File: src/rtl/rr_onehot_arbiter_4.sv
// -----------------------------------------------------------------------------
// rr_onehot_arbiter_4
//
// Registered four-requester round-robin arbiter. The grant vector is always
// one-hot or all-zero, so it can drive a simple (non-priority) 4-to-2 encoder
// directly. A grant is held until the owner raises done, or until TIMEOUT
// cycles pass without done, whichever comes first. Every release is followed
// by one idle bubble cycle before the next grant.
//
// Parameters:
//   TIMEOUT  max cycles a grant is held without done (2..255)
//   CNT_W    hold counter width, 2**CNT_W > TIMEOUT
//
// Ports:
//   clk        rising-edge clock
//   rst_n      asynchronous active-low reset
//   req[3:0]   request vector, req[i] = requester i wants the resource
//   done       owner releases the resource (only looked at while BUSY)
//   gnt[3:0]   registered one-hot grant, 4'b0000 when nobody owns it
//   gnt_valid  high while gnt is non-zero
//   timeout    one-cycle pulse when a grant is force-released
// -----------------------------------------------------------------------------
module rr_onehot_arbiter_4 #(
    parameter int TIMEOUT = 16,
    parameter int CNT_W   = 8
) (
    input  logic       clk,
    input  logic       rst_n,
    input  logic [3:0] req,
    input  logic       done,
    output logic [3:0] gnt,
    output logic       gnt_valid,
    output logic       timeout
);

    typedef enum logic {
        IDLE = 1'b0,
        BUSY = 1'b1
    } state_t;

    state_t             state_reg,   state_next;
    logic [1:0]         ptr_reg,     ptr_next;
    logic [1:0]         owner_reg,   owner_next;
    logic [CNT_W-1:0]   cnt_reg,     cnt_next;
    logic [3:0]         gnt_reg,     gnt_next;
    logic               timeout_reg, timeout_next;

    // Candidate index for each scan position: cand[k] = ptr + k (mod 4).
    logic [1:0] cand [4];
    logic [3:0] cand_hit;

    generate
        for (genvar gi = 0; gi < 4; gi++) begin : g_scan
            assign cand[gi]     = ptr_reg + 2'(gi);
            assign cand_hit[gi] = req[cand[gi]];
        end
    endgenerate

    // First hit in scan order ptr, ptr+1, ptr+2, ptr+3. Iterating from the
    // far end means the closest hit is the last assignment and wins.
    logic [1:0] winner_idx;
    logic       any_req;

    always_comb begin
        winner_idx = ptr_reg;
        for (int k = 3; k >= 0; k--) begin
            if (cand_hit[k]) begin
                winner_idx = cand[k];
            end
        end
    end

    assign any_req = |req;

    // Release happens on done, or on the last allowed hold cycle.
    logic hold_expired;
    logic do_release;

    assign hold_expired = (cnt_reg == CNT_W'(TIMEOUT - 1));
    assign do_release   = (state_reg == BUSY) && (done || hold_expired);

    // ------------------------------------------------------------------
    // State register
    // ------------------------------------------------------------------
    always_ff @(posedge clk or negedge rst_n) begin
        if (!rst_n) begin
            state_reg   <= IDLE;
            ptr_reg     <= 2'd0;
            owner_reg   <= 2'd0;
            cnt_reg     <= '0;
            gnt_reg     <= 4'b0000;
            timeout_reg <= 1'b0;
        end else begin
            state_reg   <= state_next;
            ptr_reg     <= ptr_next;
            owner_reg   <= owner_next;
            cnt_reg     <= cnt_next;
            gnt_reg     <= gnt_next;
            timeout_reg <= timeout_next;
        end
    end

    // ------------------------------------------------------------------
    // Next-state logic
    // ------------------------------------------------------------------
    always_comb begin
        state_next = state_reg;
        case (state_reg)
            IDLE: begin
                if (any_req) begin
                    state_next = BUSY;
                end
            end
            BUSY: begin
                if (do_release) begin
                    state_next = IDLE;
                end
            end
            default: state_next = IDLE;
        endcase
    end

    // ------------------------------------------------------------------
    // Datapath / registered-output next values
    // ------------------------------------------------------------------
    always_comb begin
        ptr_next     = ptr_reg;
        owner_next   = owner_reg;
        cnt_next     = cnt_reg;
        gnt_next     = gnt_reg;
        timeout_next = 1'b0;
        case (state_reg)
            IDLE: begin
                if (any_req) begin
                    owner_next = winner_idx;
                    // Decoding from an index keeps the grant one-hot by
                    // construction.
                    gnt_next   = 4'b0001 << winner_idx;
                    cnt_next   = '0;
                end
            end
            BUSY: begin
                if (do_release) begin
                    gnt_next     = 4'b0000;
                    cnt_next     = '0;
                    ptr_next     = owner_reg + 2'd1;
                    // A done on the expiry cycle is a normal release.
                    timeout_next = !done;
                end else begin
                    cnt_next = cnt_reg + 1'b1;
                end
            end
            default: begin
                gnt_next = 4'b0000;
                cnt_next = '0;
            end
        endcase
    end

    assign gnt       = gnt_reg;
    assign gnt_valid = |gnt_reg;
    assign timeout   = timeout_reg;

endmodule

File: config.mk
export PLATFORM = sky130hd
export DESIGN_NAME = rr_onehot_arbiter_4
export DESIGN_NICKNAME = d
export VERILOG_FILES = /design/src/rtl/rr_onehot_arbiter_4.sv
export SDC_FILE = /design/constraint.sdc
export NUM_CORES = 1
export LEC_CHECK = 0
export BUFFER_PORTS_ARGS = -buffer_cell sky130_fd_sc_hd__buf_2
export CAP_MARGIN = 20
export CORE_UTILIZATION = 48
export DETAILED_ROUTE_END_ITERATION = 12
export PLACE_DENSITY = 0.67
export SETUP_SLACK_MARGIN = 0.2
export SYNTH_ARGS = -nofsm -noshare
export SYNTH_HDL_FRONTEND = slang
export SYNTH_SLANG_ARGS = --single-unit
File: constraint.sdc
create_clock -name clk -period 4.5 [get_ports clk]
set_input_delay 0.225 -clock clk [delete_from_list [all_inputs] [get_ports clk]]
set_output_delay 0.225 -clock clk [all_outputs]
set_load 0.01 [all_outputs]
# Word-level counts from Yosys, hierarchy flattened
# Cells that the tools add are included.
# W data, S select, Z words.
# totals
reg_bits	18
in_bits	7
# classes
n_addsub	5
n_lt_le_gt_ge	4
eq_ne	3
n_shift	1
muxes	23
bitwise	1
reduce_logical	8
# ops
cell	count
$mux W8	2
$pmux W8 S2	1
$lt A2 B3 Y1 const B	4
$add A8 B1 Y8 const B	1
$bmux W1 S2	4
$eq A8 B4 Y1 const B	1
$mux W1	8
$mux W2	4
$mux W4	2
$pmux W4 S2	1
$reduce_or A4 Y1	2
$reduce_and A2 Y1	3
$add A2 B1 Y2 const B	2
$add A2 B2 Y2 const B	2
$shl A1 B2 Y4 const A	1
$ne A2 B1 Y1 const B	1
$ne A2 B2 Y1 const B	1
$pmux W1 S2	1
$logic_and A1 B1 Y1	1
$logic_not A1 Y1	1
$logic_or A1 B1 Y1	1
$not A1 Y1	1

# Logic depth before layout (Yosys ltp)
# Gate-level depths: netlist (run 1).
# logic_depth
word_depth	10
mapped_depth	6
depth_no_buf	5

# Least setup slack after synthesis (run 1)
# No wires, ideal clock.
# synth_timing
path_kind	flip-flop to flip-flop
start	register cnt_reg[0]
end	register cnt_reg[7]
setup_ps	67
t_arrival_ps	1598
path_slack_ps	2836
stages_incl_launch_ff	7
path_buffers	1
period_less_slack_ps	1664
path_cell_list	dfrtp_1 -> ha_1 -> and3_1 -> clkbuf_1 -> a211oi_2 -> o211a_1 -> a221o_1
# synth_between
elab_chain_cells	5
# synth_rtl
element	line_no	source
start, declared	44	logic [CNT_W-1:0] cnt_reg, cnt_next;
start signal, assigned	97	cnt_reg <= cnt_next;
parallel branches: the longest is 3 deep, another holds $add A8 B1 Y8	--	
$mux W8 (*)	143	if (do_release) begin
$pmux W8 S2 (*)	132	case (state_reg)
# Mark *: on every way between the ends.
# A chain may end at the register's enable or synchronous reset.

# Worst setup path in the final report (run 1)
# Ends and elaborated chain as after synthesis.

==> results.md, run 1 <==
| Quantity | Value | Unit |
|:---|:---|:---|
| Status | complete, no violations | - |
| Unrepaired setup endpoints after global routing | false | - |
| Reported max-cap violation count | 0 | - |
| CTS sink cnt | 18 | - |
| Multiplexer area fraction after synthesis | 2.14 | % |
| Height of the die | 47.5 | um |
| Compound-Gate Fraction of Synth Area | 27.6 | % |
| Max VDD drop | 0.279 | mV |
| Number of flip-flops in the largest register | 8 | - |
| Count of synthesis-stage warnings from yosys | 0 | - |
| Initial Util | 50.6 | % |
| Filler cell count | 194 | - |
| Number of top-level design ports | 13 | - |
| Die width | 47.5 | um |
| Pin count of the biggest net entering global routing | 19 | - |
| Clock H-tree levels | 1 | - |
| # placed instances | 140 | - |
| TritonCTS clock tree | yes | - |
| Tot GR Track Use | 19.2 | % |
| Seq cells post-synth | 18 | - |
| Post-synthesis area per instance | 9.54 | um2 |
| Headroom to the max-slew limit | 61.8 | % |
| Core ar. | 0.00196 | mm2 |
| Final setup fails | 0 | - |
| Root Driver | clkbuf_4 | - |
| Final Non-Filler Cells | 145 | - |
| Post-Synthesis Net Count | 112 | - |
| Final net count | 127 | - |
| Final hold viol count | 0 | - |
| Post-DR wirelength/cell | 12.9 | um |
| Arrival time of data at the critical path endpoint | 2.05 | ns |
| Number of search-and-repair iterations in the first detailed-routing pass | 4 | - |
| Mapped cell area | 992 | um2 |
| Count of cell types in the netlist | 40 | - |
| Type of element capturing the critical path | flop | - |
| Total gr overflow | 0 | - |
| Largest family of logic cells by synthesized area | compound AO/OA/AOI/OAI gates | - |
| Largest fanout on the critical path | 9 | - |
| Clock transition at the register clock pins on the worst setup and hold paths after CTS | 0.09 | ns |
| Global-route wire length before repair | 2.93 | mm |
| Cells after synthesis | 104 | - |
| Flip-flop cell with the highest count after synthesis | dfrtp_1 | - |
| Static power due to leakage | 0.000510 | uW |
| Final wirelength | 1.88 | mm |
| Hold/Removal Path Class | in -> reg | - |
| Post-CTS sizing | 0 | - |
| Worst EP required | 4.73 | ns |
| Latest clock arrival within the worst-skew pair | 0.29 | ns |
| Type of the worst setup path | reg -> reg | - |
| Share of the clock period used by the worst path after layout | 40.2 | % |
| Async set-or-reset flop fraction in the synthesized netlist | 100 | % |
| Number of global-route vias before repair | 651 | - |
| Initial antenna violation count | 0 | - |
| 1st-iter DRT viols | 7 | - |
| Residual DRC count | 0 | - |
| Remaining antenna violation count after routing | 0 | - |
| Synth Area in Adders | 1.26 | % |
| Maximum count of clock buffers along a single path | 2 | - |
| Highest Clock Rate | 552 | MHz |
| Standard cell with the maximum stage delay on the critical path | a211oi_2 | - |
| Largest clock skew in the final design | 0.000618 | ns |
| Gp weighted congestion | 0.754 | - |
| Post-layout min period | 1.81 | ns |
| Via total after detailed routing | 809 | - |
| ANT cells | 0 | - |
| Die area | 0.00225 | mm2 |
| Detail Placement HPWL | 1.40 | mm |
| Count of flip-flops with a built-in enable after synthesis | 0 | - |
| Synth-to-layout area growth | 13.0 | % |
| Crit path cell chain | ha_1 -> and3_1 -> a211oi_2 -> o211a_1 -> a221o_1 | - |
| Sum of negative setup slack | 0 | ns |
| Slew at the pin closest to its max-slew limit | 0.572 | ns |
| TritonCTS buffer count | 3 | - |
| Post-synthesis xor/xnor area fraction | 1.77 | % |
| Number of placement rows | 16 | - |
| Areal power density over the cells | 518 | mW/mm2 |
| Max stage delay on crit path | 0.52 | ns |
| Number of buffer cells added on primary ports | 12 | - |
| Post-synthesis simple-gate area fraction | 19.2 | % |
| Share of post-route cells with drive strength above 1 | 21.2 | % |
| Final Max Tran Viols | 0 | - |
| Startpoint class of the critical path | flop | - |
| Post-synthesis sequential area ratio | 45.4 | % |
| Average via count per standard cell | 5.58 | - |
worst paths after layout:
check / slack (ns) / to / startpoint / depth (start not counted)
worst max-delay path: 2.69 / cnt_reg[7] / cnt_reg[0] / 5
worst min-delay path: 0.17 / timeout / done / 2
worst max register to register: 2.69 / cnt_reg[7] / cnt_reg[0] / 5
worst min register to register: 0.51 / ptr_reg[0] / owner_reg[0] / 1
max in group asynchronous: 3.85 / cnt_reg[1] / rst_n / 2
min in group asynchronous: 0.37 / cnt_reg[0] / rst_n / 2
kinds of logic after synthesis:
group / after synthesis
XOR/XNOR: 2
multiplexers: 2
AND/OR/NAND/NOR: 35
AO/OA/AOI/OAI: 39
adder cells (fa/ha/maj): 1
flip-flops: 18
buffers and inverters: 7
placed cells by master (no fill, tap or decap), drive strengths merged, types with 2 or more instances in the layout:
cell type and n:
dfrtp 18, o21ai 15, buf 12, nand2 10, nor2 7, a21oi 6
inv 4, clkbuf 4, nor3 3, nor2b 3, a21o 2, nand3 2
or2 2, a22o 2, o211a 2, o211ai 2, o32ai 2, o2bb2ai 2
or4 2, a211oi 2
final cells by class:
type	instances	area, um2	share of cell area, %
clock buffers	4	36.3	3.24
repair buffers	13	70.1	6.25
multi-input cells	79	515	46.0
inverters	4	15.0	1.34
well taps	27	33.8	3.01
flip-flops and latches	18	450	40.2
Yosys cell counts (3+ instances only):
master | instances | area [um2]
dfrtp_1 | 18 | 450
nand2_1 | 10 | 37.5
nor3_1 | 3 | 15.0
o21ai_0 | 7 | 35.0
inv_1 | 3 | 11.3
clkbuf_1 | 3 | 11.3
o21ai_1 | 8 | 40.0
nor2_1 | 6 | 22.5
a21oi_1 | 5 | 25.0
nor2b_1 | 3 | 18.8
where the power goes:
group	switching [uW]	internal, uW
combinational	126	103
sequential	50.2	206
clock	46.0	49.4
metal layers:
layer	wire, um	GRT usage (%)	part of all wire, %
met5	0	0	0
met4	17	5.14	0.91
met3	49	5.66	2.6
met2	817	26.3	44
met1	991	29.5	53
critical path: cells and delay by family, from the launching register on:
| family | cells | cell delay (ns) |
|---|---|---|
| fa+ha+maj | 1 | 0.23 |
| simple gates | 1 | 0.25 |
| flops | 1 | 0.41 |
| compound gates | 3 | 0.86 |
what timing repair did:
item,in CTS,in global routing
buffers inserted,0,0
hold buffers,1,0
hold endpoints to repair,18,0
metrics by stage:
step	area [um2]	utilization, %	total power [uW]	setup slack [ns]	hold slack, ns
after floorplan	992	-	418	2.84	-0.0706
after global placement	1070	54.8	481	2.81	0.169
after detailed placement	1070	54.8	489	2.71	0.170
after CTS	1120	57.1	586	2.68	0.164
after global routing	1120	57.1	635	2.52	0.171
final	1120	57.1	580	2.69	0.173
No activity file was read; power rests on OpenSTA's default activity.
==> run 2: changes to the inputs <==
--- a/config.mk
+++ b/config.mk
@@ -9,7 +9,7 @@
 export CAP_MARGIN = 20
 export CORE_UTILIZATION = 48
 export DETAILED_ROUTE_END_ITERATION = 12
-export PLACE_DENSITY = 0.67
+export PLACE_DENSITY = 0.7
 export SETUP_SLACK_MARGIN = 0.2
 export SYNTH_ARGS = -nofsm -noshare
 export SYNTH_HDL_FRONTEND = slang
==> constraint.sdc (replaced) <==
create_clock -name clk -period 1.6 [get_ports clk]
set_input_delay 0.08 -clock clk [delete_from_list [all_inputs] [get_ports clk]]
set_output_delay 0.08 -clock clk [all_outputs]
set_load 0.01 [all_outputs]
==> run 2 against run 1 <==
  * Design area up 14%
  * Utilization rose by 8.1 points
  * Total power grew to 3.2 times the previous value
  * Sequential share of layout area decreased by 4.8 points
  * Setup slack worse by 2.6 ns
  * Clock skew increased by 0.0030 ns
  * Sequential power rose to 2.8 times the previous value
  * Global-route usage grew 2.9 points
  * Routed wire length rose by 22%
  * Fmax grew 21%
  * Die area unchanged
  * Non-clock buffer count grew 16
==> results.md, run 2 (synthesized netlist as in run 1, its figures left out) <==
| Quantity | Value | Unit |
|:---|:---|:---|
| Initial Util | 50.6 | % |
| Worst Slack Setup Final | 0.105 | ns |
| Number of placement rows | 16 | - |
| Initial antenna violation count | 0 | - |
| Slew at the pin closest to its max-slew limit | 0.404 | ns |
| Total gr overflow | 0 | - |
| Net switching fraction of the power | 38.7 | % |
| Max VDD drop | 0.826 | mV |
| CTS sink cnt | 18 | - |
| Average via count per standard cell | 5.67 | - |
| Clock transition at the register clock pins on the worst setup and hold paths after CTS | 0.11 | ns |
| Reg2reg end | cnt_reg[7] | - |
| Synth-to-layout area growth | 29.0 | % |
| P_sw | 711 | uW |
| Final setup fails | 0 | - |
| Worst EP required | 1.80 | ns |
| Highest Clock Rate | 669 | MHz |
| Sum of negative setup slack | 0 | ns |
| 1st-iter DRT viols | 39 | - |
| Headroom to the max-slew limit | 73.1 | % |
| Reg2reg setup slack | 0.10 | ns |
| Final hold viol count | 0 | - |
| Met2 layer usage reported by global route | 29.3 | % |
| Max stage delay on crit path | 0.41 | ns |
| Die width | 47.5 | um |
| Most repeated library cell on the critical path | buf_4 | - |
| Final wirelength | 2.28 | mm |
| Beginning of the worst register-to-register path | cnt_reg[5] | - |
| Static power due to leakage | 0.000604 | uW |
| Final Max Tran Viols | 0 | - |
| Area of placed instances | 0.00110 | mm2 |
| Met3 layer usage reported by global route | 3.40 | % |
| Core ar. | 0.00196 | mm2 |
| Type of element capturing the critical path | flop | - |
| Share of total power in combinational logic | 45.2 | % |
| Number of global-route vias before repair | 739 | - |
| Final net count | 143 | - |
| Setup Slack @ Placement | 0.0761 | ns |
| Detail Placement HPWL | 1.40 | mm |
| Unrepaired setup endpoints after global routing | true | - |
| Root Driver | clkbuf_4 | - |
| Internal power | 1130 | uW |
| Reported max-cap violation count | 0 | - |
| Leading cell type in the layout, fill and taps excluded | dfrtp_1 | - |
| Post-layout min period | 1.50 | ns |
| Met1 Track Usage GR | 35.5 | % |
| Startpoint class of the critical path | flop | - |
| Portion of total power attributed to the clock network | 15.9 | % |
| Die area | 0.00225 | mm2 |
| ANT cells | 0 | - |
| Hold Path Cell Cnt | 2 | - |
| Number of flip-flops in the largest register | 8 | - |
| Gp weighted congestion | 0.825 | - |
| TritonCTS clock tree | yes | - |
| Maximum count of clock buffers along a single path | 2 | - |
| Via total after detailed routing | 913 | - |
| Areal power density over the cells | 1440 | mW/mm2 |
| Number of cells on the worst reg-to-reg path | 6 | - |
| Height of the die | 47.5 | um |
| Share of post-route cells with drive strength above 1 | 35.8 | % |
| Clock H-tree levels | 1 | - |
| Post-route cell area | 0.00128 | mm2 |
| Type of the worst setup path | reg -> reg | - |
| Post-DR wirelength/cell | 14.2 | um |
| Filler cell count | 176 | - |
| Hold Crit Endpoint | timeout | - |
| Largest clock skew in the final design | 0.00364 | ns |
| Crit path cell chain | nor4_2 -> buf_4 -> a211oi_4 -> buf_4 -> o211a_1 -> a221o_1 | - |
| Worst hold margin | 0.0396 | ns |
| Commonest cells after routing, fill and taps aside | dfrtp_1, buf_4, buf_2, nand2_1, o21ai_1 | - |
| Number of search-and-repair iterations in the first detailed-routing pass | 4 | - |
| Tot GR Track Use | 22.2 | % |
| Fraction of power consumed by sequential logic | 38.9 | % |
| Remaining antenna violation count after routing | 0 | - |
| Pin count of the biggest net entering global routing | 19 | - |
| Hold/Removal Path Class | in -> reg | - |
| Status | complete, no violations | - |
| Number of top-level design ports | 13 | - |
| Number of buffer cells added on primary ports | 12 | - |
| Share of the clock period used by the worst path after layout | 93.5 | % |
| Arrival time of data at the critical path endpoint | 1.70 | ns |
| Source of the worst hold timing path | done | - |
| Total Power | 1840 | uW |
| Global-route wire length before repair | 3.43 | mm |
| Largest fanout on the critical path | 3 | - |
| TritonCTS buffer count | 3 | - |
| Layer with the highest usage after global routing | met1 | - |
| Latest clock arrival within the worst-skew pair | 0.30 | ns |
| Residual DRC count | 0 | - |
| Standard cell with the maximum stage delay on the critical path | dfrtp_1 | - |
## run 2: worst max-delay path: cells and delay by family, from the launching register on
kind                   cells  cell delay [ns]
AOI/OAI and AO/OA          3             0.41
DFF                        1             0.41
buffers and inverters      2             0.31
and+or+nand+nor            1             0.26
## run 2: through the flow
stage               instances  util, %
floorplan                 104        -
global placement          141     55.9
detailed placement        141     55.9
CTS                       160     63.6
global route              161     65.2
finish                    161     65.2
## run 2: repair_timing
item,CTS,global route
buffers inserted,14,1
pin swaps,2,4
setup endpoints to repair,13,17
resized for setup,1,7
hold buffers,1,0
hold endpoints to repair,18,0
## run 2: power by group through the flow
stage	registers, uW	logic (uW)	clock network, uW
floorplan	706	483	0
global placement	724	645	0
detailed placement	728	653	0
CTS	707	788	292
global route	740	920	303
finish	715	832	292
## run 2: final cells by class
type                    instances  area, um2  area share [%]
flip-flops and latches         18        453            35.4
inverters                       4       15.0            1.17
clock buffers                   4       36.3            2.83
multi-input cells              79        548            42.8
repair buffers                 29        194            15.2
well taps                      27       33.8            2.64
## run 2: metal layers
layer  up-vias  wire (um)
li1        445          -
met1       432       1130
met2        32        974
met3         4        143
met4         0         32
met5         -          0
## run 2: how the worst max path moves through the flow
stage | startpoint | to | slack, ns | depth (start not counted)
final | cnt_reg[5] | cnt_reg[7] | 0.10 | 6
after global routing | cnt_reg[5] | cnt_reg[7] | 0.02 | 6
after CTS | cnt_reg[5] | cnt_reg[7] | 0.11 | 6
after detailed placement | cnt_reg[1] | cnt_reg[7] | 0.08 | 5
after global placement | cnt_reg[1] | cnt_reg[7] | 0.11 | 5
after floorplan | cnt_reg[1] | cnt_reg[5] | 0.06 | 6
==> run 3: changes to the inputs <==
--- a/config.mk
+++ b/config.mk
@@ -7,6 +7,7 @@
 export LEC_CHECK = 0
 export BUFFER_PORTS_ARGS = -buffer_cell sky130_fd_sc_hd__buf_2
 export CAP_MARGIN = 20
+export CORE_MARGIN = 5
 export CORE_UTILIZATION = 48
 export DETAILED_ROUTE_END_ITERATION = 12
 export PLACE_DENSITY = 0.7
==> run 3 against run 2 <==
  * Design area increased by 3.0%
  * Global-route usage shrank 6.7 points
  * Clock-buffer cell count unchanged
  * Combinational power is 5.0% higher
  * Routed wire length is 7.5% higher
  * Non-clock buffer count shrank 1
  * First-iteration DRC count fell by 15%
  * Clock skew is 0.0048 ns higher
  * Total power up 2.8%
  * Register-to-register slack lost 0.07 ns
==> results.md, run 3 (synthesized netlist as in run 1, its figures left out) <==
| Quantity | Value | Unit |
|:---|:---|:---|
| Final wirelength | 2.46 | mm |
| Height of the die | 55.5 | um |
| Arrival time of data at the critical path endpoint | 1.80 | ns |
| Final net count | 142 | - |
| Crit path cell chain | ha_2 -> and3_4 -> a211oi_4 -> buf_6 -> a21o_1 -> a22o_1 | - |
| Die area | 0.00308 | mm2 |
| Net switching fraction of the power | 40.0 | % |
| Gp weighted congestion | 0.874 | - |
| Via total after detailed routing | 931 | - |
| Post-DR wirelength/cell | 15.4 | um |
| Commonest cells after routing, fill and taps aside | dfrtp_1, buf_2, buf_4, nand2_1, o21ai_0 | - |
| Filler cell count | 172 | - |
| Core ar. | 0.00196 | mm2 |
| Total Power | 1890 | uW |
| Share of total power in combinational logic | 46.2 | % |
| P_sw | 756 | uW |
| Residual DRC count | 0 | - |
| Standard cell with the maximum stage delay on the critical path | dfrtp_1 | - |
| 1st-iter DRT viols | 33 | - |
| Headroom to the max-slew limit | 74.1 | % |
| Hold/Removal Path Class | in -> reg | - |
| TritonCTS clock tree | yes | - |
| Remaining antenna violation count after routing | 0 | - |
| TritonCTS buffer count | 3 | - |
| Number of placement rows | 16 | - |
| Internal power | 1140 | uW |
| Type of element capturing the critical path | flop | - |
| Detail Placement HPWL | 1.53 | mm |
| Clock H-tree levels | 1 | - |
| Share of the clock period used by the worst path after layout | 97.8 | % |
| Static power due to leakage | 0.000597 | uW |
| Type of the worst setup path | reg -> reg | - |
| Maximum count of clock buffers along a single path | 2 | - |
| Average via count per standard cell | 5.82 | - |
| Reported max-cap violation count | 0 | - |
| Die width | 55.5 | um |
| Startpoint class of the critical path | flop | - |
| Number of top-level design ports | 13 | - |
| Area of placed instances | 0.00110 | mm2 |
| Setup Slack @ Placement | 0.0723 | ns |
| Final Max Tran Viols | 0 | - |
| Post-route cell area | 0.00132 | mm2 |
| Multi-input logic area | 584 | um2 |
| Clock transition at the register clock pins on the worst setup and hold paths after CTS | 0.10 | ns |
| Initial Util | 50.6 | % |
| Tot GR Track Use | 15.4 | % |
| Family with the most delay on the worst path | compound AO/OA/AOI/OAI gates | - |
| Areal power density over the cells | 1430 | mW/mm2 |
| Number of flip-flops in the largest register | 8 | - |
| Highest Clock Rate | 639 | MHz |
| Slew at the pin closest to its max-slew limit | 0.389 | ns |
| Max stage delay on crit path | 0.40 | ns |
| Largest clock skew in the final design | 0.00844 | ns |
| Number of buffer cells added on primary ports | 12 | - |
| Share of post-route cells with drive strength above 1 | 39.8 | % |
| Number of search-and-repair iterations in the first detailed-routing pass | 4 | - |
| Initial antenna violation count | 0 | - |
| Unrepaired setup endpoints after global routing | true | - |
| Leading cell type in the layout, fill and taps excluded | dfrtp_1 | - |
| Final hold viol count | 0 | - |
| Global-route wire length before repair | 3.85 | mm |
| Largest fanout on the critical path | 6 | - |
| Fraction of power consumed by sequential logic | 38.7 | % |
| Status | complete, no violations | - |
| Portion of total power attributed to the clock network | 15.1 | % |
| ANT cells | 0 | - |
| Latest clock arrival within the worst-skew pair | 0.30 | ns |
| Footprint of the flip-flops and latches | 453 | um2 |
| Synth-to-layout area growth | 32.9 | % |
| Pin count of the biggest net entering global routing | 19 | - |
| Total gr overflow | 0 | - |
| Number of global-route vias before repair | 852 | - |
| Post-layout min period | 1.57 | ns |
| CTS sink cnt | 18 | - |
| Final core utilization | 67.2 | % |
| Worst Slack Setup Final | 0.0348 | ns |
| Buffer and inverter count on the worst path | 1 | - |
| Max VDD drop | 0.856 | mV |
| Final setup fails | 0 | - |
| Worst EP required | 1.84 | ns |
| Root Driver | clkbuf_4 | - |
-- run 3: layer usage --
metal  part of all wire, %  wire (um)  track usage (%)
met1                    47       1150             21.4
met2                    47       1160             22.5
met3                   3.8         93             3.96
met4                   2.0         48             6.94
met5                     0          0                0
-- run 3: stage by stage --
step	std cells	hold WS, ns	setup TNS [ns]
2_1_floorplan	104	-0.216	0
3_3_place_gp	141	0.0267	0
3_5_place_dp	141	0.0315	0
4_1_cts	156	0.0363	0
5_1_grt	160	0.0822	-0.0868
6_report	160	0.0880	0
-- run 3: path summary, 6_finish.rpt --
path,cells past startpoint,end,slack (ns),from
worst min register to register,1,cnt_reg[2],0.51,cnt_reg[2]
worst max register to register,6,cnt_reg[3],0.03,cnt_reg[1]
min in group asynchronous,2,ptr_reg[0],0.23,rst_n
worst min-delay path,2,timeout,0.09,done
worst max-delay path,6,cnt_reg[3],0.03,cnt_reg[1]
max in group asynchronous,2,ptr_reg[1],1.08,rst_n
-- run 3: power by group through the flow --
stage | clock (uW) | sequential, uW | combinational (uW)
after global routing | 309 | 758 | 957
after global placement | 0 | 722 | 649
after floorplan | 0 | 706 | 483
after detailed placement | 0 | 732 | 665
after CTS | 288 | 721 | 762
final | 286 | 732 | 874
-- run 3: repair_timing --
| item | CTS | global route |
|---|---|---|
| hold buffers | 1 | 0 |
| setup endpoints to repair | 15 | 16 |
| gates resized for setup | 5 | 12 |
| buffers inserted | 10 | 4 |
| hold endpoints to repair | 18 | 0 |
| pin swaps | 5 | 11 |
-- run 3: area by class of cell --
type / instances / area share [%]
clock buffer: 4 / 2.75
inverter: 4 / 1.33
multi-input combinational: 79 / 44.3
sequential: 18 / 34.3
tap: 27 / 2.56
timing repair buffer: 28 / 14.7
